**config.mk**
```make
export PLATFORM = sky130hd
export DESIGN_NAME = seven_segment_scanner
export DESIGN_NICKNAME = d
export VERILOG_FILES = /design/src/rtl/seven_segment_scanner.sv
export SDC_FILE = /design/constraint.sdc
export NUM_CORES = 1
export LEC_CHECK = 0
export CAP_MARGIN = 5
export CORE_MARGIN = 10
export CORE_UTILIZATION = 48
export CTS_BUF_LIST = sky130_fd_sc_hd__clkbuf_16
export DETAILED_ROUTE_END_ITERATION = 6
export PLACE_DENSITY = 0.73
export REMOVE_ABC_BUFFERS = 1
export SYNTH_ARGS = -nofsm -noshare
export SYNTH_HDL_FRONTEND = slang
export SYNTH_SLANG_ARGS = --single-unit
```
**constraint.sdc**
```tcl
create_clock -name clk -period 1.8 [get_ports clk]
set_clock_uncertainty 0.05 [all_clocks]
set_input_delay 0.27 -clock clk [delete_from_list [all_inputs] [get_ports clk]]
set_output_delay 0.27 -clock clk [all_outputs]
set_load 0.01 [all_outputs]
```
**src/rtl/seven_segment_scanner.sv**
```systemverilog
`default_nettype none
// ============================================================================
// Module   : seven_segment_scanner
// Brief    : 4-digit multiplexed seven-segment scanner with frame-synchronous
//            double buffering and per-slot dead time.
// Revision : 1.0 - initial release
// ============================================================================
module seven_segment_scanner #(
  parameter int PRESCALE = 1024,
  parameter int DEAD     = 16
) (
  input  logic        clk,
  input  logic        rst,
  input  logic [15:0] i_data,
  input  logic [3:0]  i_dp,
  input  logic [3:0]  i_blank,
  input  logic        i_load,
  output logic        o_pending,
  output logic [3:0]  o_nibble,
  output logic        o_dp,
  output logic [3:0]  o_digit,
  output logic        o_frame
);

  localparam int            CW     = (PRESCALE > 1) ? $clog2(PRESCALE) : 1;
  localparam logic [CW-1:0] c_last = CW'(PRESCALE - 1);

  logic [CW-1:0] r_cnt;
  logic [1:0]    r_idx;
  logic [15:0]   r_act_data;
  logic [3:0]    r_act_dp;
  logic [3:0]    r_act_blank;
  logic [15:0]   r_sh_data;
  logic [3:0]    r_sh_dp;
  logic [3:0]    r_sh_blank;
  logic          r_pending;

  logic w_wrap;
  logic w_boundary;
  logic w_live;
  logic w_en;

  assign w_wrap     = (r_cnt == c_last);
  assign w_boundary = w_wrap && (r_idx == 2'd3);

  always_ff @(posedge clk or posedge rst) begin
    if (rst) begin
      r_cnt <= '0;
      r_idx <= 2'd0;
    end else if (w_wrap) begin
      r_cnt <= '0;
      r_idx <= r_idx + 2'd1;
    end else begin
      r_cnt <= r_cnt + 1'b1;
    end
  end

  // The commit always takes the pre-edge shadow; a same-cycle load keeps pending set.
  always_ff @(posedge clk or posedge rst) begin
    if (rst) begin
      r_sh_data   <= 16'h0000;
      r_sh_dp     <= 4'h0;
      r_sh_blank  <= 4'h0;
      r_act_data  <= 16'h0000;
      r_act_dp    <= 4'h0;
      r_act_blank <= 4'h0;
      r_pending   <= 1'b0;
    end else begin
      if (i_load) begin
        r_sh_data  <= i_data;
        r_sh_dp    <= i_dp;
        r_sh_blank <= i_blank;
      end
      if (w_boundary && r_pending) begin
        r_act_data  <= r_sh_data;
        r_act_dp    <= r_sh_dp;
        r_act_blank <= r_sh_blank;
      end
      if (i_load) begin
        r_pending <= 1'b1;
      end else if (w_boundary) begin
        r_pending <= 1'b0;
      end
    end
  end

  generate
    if (DEAD == 0) begin : g_no_dead
      assign w_live = 1'b1;
    end else begin : g_dead
      localparam logic [CW-1:0] c_dead = CW'(DEAD);
      assign w_live = (r_cnt >= c_dead);
    end
  endgenerate

  assign w_en      = w_live && !r_act_blank[r_idx];
  assign o_digit   = w_en ? (4'b0001 << r_idx) : 4'b0000;
  assign o_dp      = w_en && r_act_dp[r_idx];
  assign o_nibble  = r_act_data[{r_idx, 2'b00} +: 4];
  assign o_frame   = (r_idx == 2'd0) && (r_cnt == '0);
  assign o_pending = r_pending;

endmodule
`default_nettype wire

```
==> results.cfg <==
[die]
die_w_um = 94.4
start_util_pct = 48.9
pin_count = 38
dieArea_um2 = 8920
core-area_um2 = 5440
placementRows = 27
die_h_um = 94.4

[timing]
setup_tns_ps = -1540
fin_crit_ps = 2000
worst_pin_slew_ps = 313
hold_viol_final = 0
min_period_over_period_pct = 111
rsz0062_at_grt = yes
whs_ps = 294
fmax_mhz = 501
drv_slew = 0
slew_headroom_pct = 79.1
setup_slack_ps = -196
finalSetupViolCount = 18

[clocking]
cts_buffers = 9
cts_tree = done
clkLatencyLatePin_ps = 320
hold_buffers = 0
path_clk_slew_ps = 50
cts.sinks = 61
cts_buffer_depth = 2
h-tree-depth = 3
root_buffer = clkbuf_16

[setup_path]
worstPathArrival_ps = 1680
reg2reg_slack_ps = -20
path_cells = mux4_2 > a21oi_4 > and2_1 > buf_2
crit_slowest_cell = mux4_2
ff2ff_path_depth = 7
end_kind = primary output
cp_max_fo = 5
worstPathRequired_ps = 1480
critPathLaunchType = flop
reg2reg_from = r_idx[1]
worstSetupPathType = reg2out
critPathMaxStageDelay_ps = 560
regToRegEndpoint = r_act_data[8]

[placed_design]
dp.cells = 303
place_congestion = 0.759
io_buffers = 37
place_area_um2 = 3240
place_hpwl_um = 3480

[power]
powerDensity_nw_per_um2 = 901
p_leak_nw = 1.70
ir_worst_vdd_mv = 0.832
finalPower_w = 0.00337

[layout]
drive_gt1_share_pct = 46.1
fin_nets = 283
syn_to_final_growth_pct = 40.5
most-common-layout-cells = 61 x dfrtp_1, 36 x mux2_2, 27 x clkdlybuf4s50_1, 18 x buf_4, 12 x mux2_4
stdcell_area_um2 = 3740
fin_cells = 326
layout_commonest_cell = dfrtp_1
diodes = 0

[synthesis]
avgSynthCellArea_um2 = 14.6
synth_top_area_share_pct = 57.4
synth.distinct_cells = 29
ys_ff_latch = 61
synth.yosys.seq_area_share_pct = 57.4
syn_area_um2 = 2660
ys_top_cells_by_area = dfrtp_1 57%, mux2_2 20%, mux4_2 5.1%
ys_warn_count = 0
syn_inst = 182
netlist.top_cell.by_area = dfrtp_1

[route]
ant_nets = 0
drtIter0Drc = 75
routed_wl_um = 5300
routed_via_density = 5.08
post-route-drc-count = 0
drt_pass1_iterations = 4
dr_total_vias = 1655
wl_per_cell_um = 16.3

[grt]
grt_pass1_wl_um = 8670
grt_pass1_vias = 1880
grt_usage_pct = 12.5
grt.overflow.total = 0
antenna_found_initial = 0
grt_max_degree = 62

[outcome]
status = complete, but fails checks
violations = negative setup slack

[run]
max_cap_violations = 0

[min_path]
min_path_type = in2async
-- metal layers --
layer,vias up,global-route usage [%],routed length (um)
li1,783,-,-
met1,825,14.0,2180
met2,38,20.1,2650
met3,9,5.87,368
met4,0,5.32,99
met5,-,0,0
-- per-stage QoR --
| stage | setup WS [ps] | utilization (%) |
|---|---|---|
| 2_1_floorplan | -304 | - |
| 3_3_place_gp | -327 | 59.7 |
| 3_5_place_dp | -361 | 59.7 |
| 4_1_cts | -218 | 65.5 |
| 5_1_grt | -292 | 68.7 |
| 6_report | -196 | 68.7 |
-- how the worst max path moves through the flow --
stage	from	end	slack, ps	depth (start not counted)
after floorplan	r_idx[0]	r_act_blank[1]	-300	4
after global placement	r_idx[0]	o_dp	-330	4
after detailed placement	r_idx[0]	o_digit[3]	-360	4
after CTS	r_idx[0]	o_digit[3]	-220	4
after global routing	r_idx[0]	o_digit[0]	-290	4
final	r_idx[0]	o_digit[3]	-200	4
-- timing repair --
| action | 4_1_cts | 5_1_grt |
|---|---|---|
| pin swaps | 6 | 6 |
| buffers inserted | 0 | 6 |
| resized for setup | 56 | 26 |
| cloned | 0 | 2 |
| setup endpoints to repair | 34 | 34 |
| endpoints found under the hold margin | 0 | 0 |
-- final cells by class --
cell class,instances,area [um^2]
Timing Repair Buffer,64,616
Fill cell,374,1700
Sequential cell,61,1530
Tap cell,72,90.1
Clock buffer,9,225
Inverter,8,30.0
Clock inverter,6,80.1
Multi-Input combinational cell,106,1170
-- cell usage after synthesis, drive strengths merged --
cell and instances:
xnor2 2, o21ai 1, nor2 6, inv 8, dfrtp 61, xor2 4, buf 6, clkbuf 1
or4 2, or3 1, nor4 2, and2 5, nand4 2, ha 6, nand3 6, a31oi 1
o31ai 1, mux4 6, and2b 1, a21oi 3, mux2 49, nor3 2, nand2 5, o211ai 1
-- where the power goes --
| part | total (W) | leakage (nW) | switching, W | internal, W |
|---|---|---|---|---|
| Combinational | 0.000163 | 0.777 | 0.0000564 | 0.000107 |
| Clock | 0.00175 | 0.150 | 0.000559 | 0.00119 |
| Sequential | 0.00146 | 0.778 | 0.0000293 | 0.00143 |
| Total | 0.00337 | 1.70 | 0.000644 | 0.00272 |
-- flip-flops by register name, summed over array words and instances, names as in the netlist --
name,flops
r_cnt,10
r_idx,2
r_sh_blank,4
r_sh_data,16
r_act_blank,4
r_act_dp,4
o_pending,1
r_sh_dp,4
r_act_data,16
-- critical path: cells and delay by family, from the launching register on --
family          cells  cell delay [ps]
flops               1              370
mux                 1              560
buf+inv             1              120
simple gates        1              140
compound gates      1              160
-- cell families (layout without fill, tap and decap cells) --
group | after synthesis | in the layout | share of synthesized area, %
mux | 55 | 55 | 25.8
xor+xnor | 6 | 6 | 1.98
fa+ha+maj | 6 | 6 | 2.82
flops | 61 | 61 | 57.4
buf+inv | 15 | 87 | 2.78
compound gates | 7 | 7 | 1.55
simple gates | 32 | 32 | 7.67
Note: power is estimated with default switching activity, not from simulation.
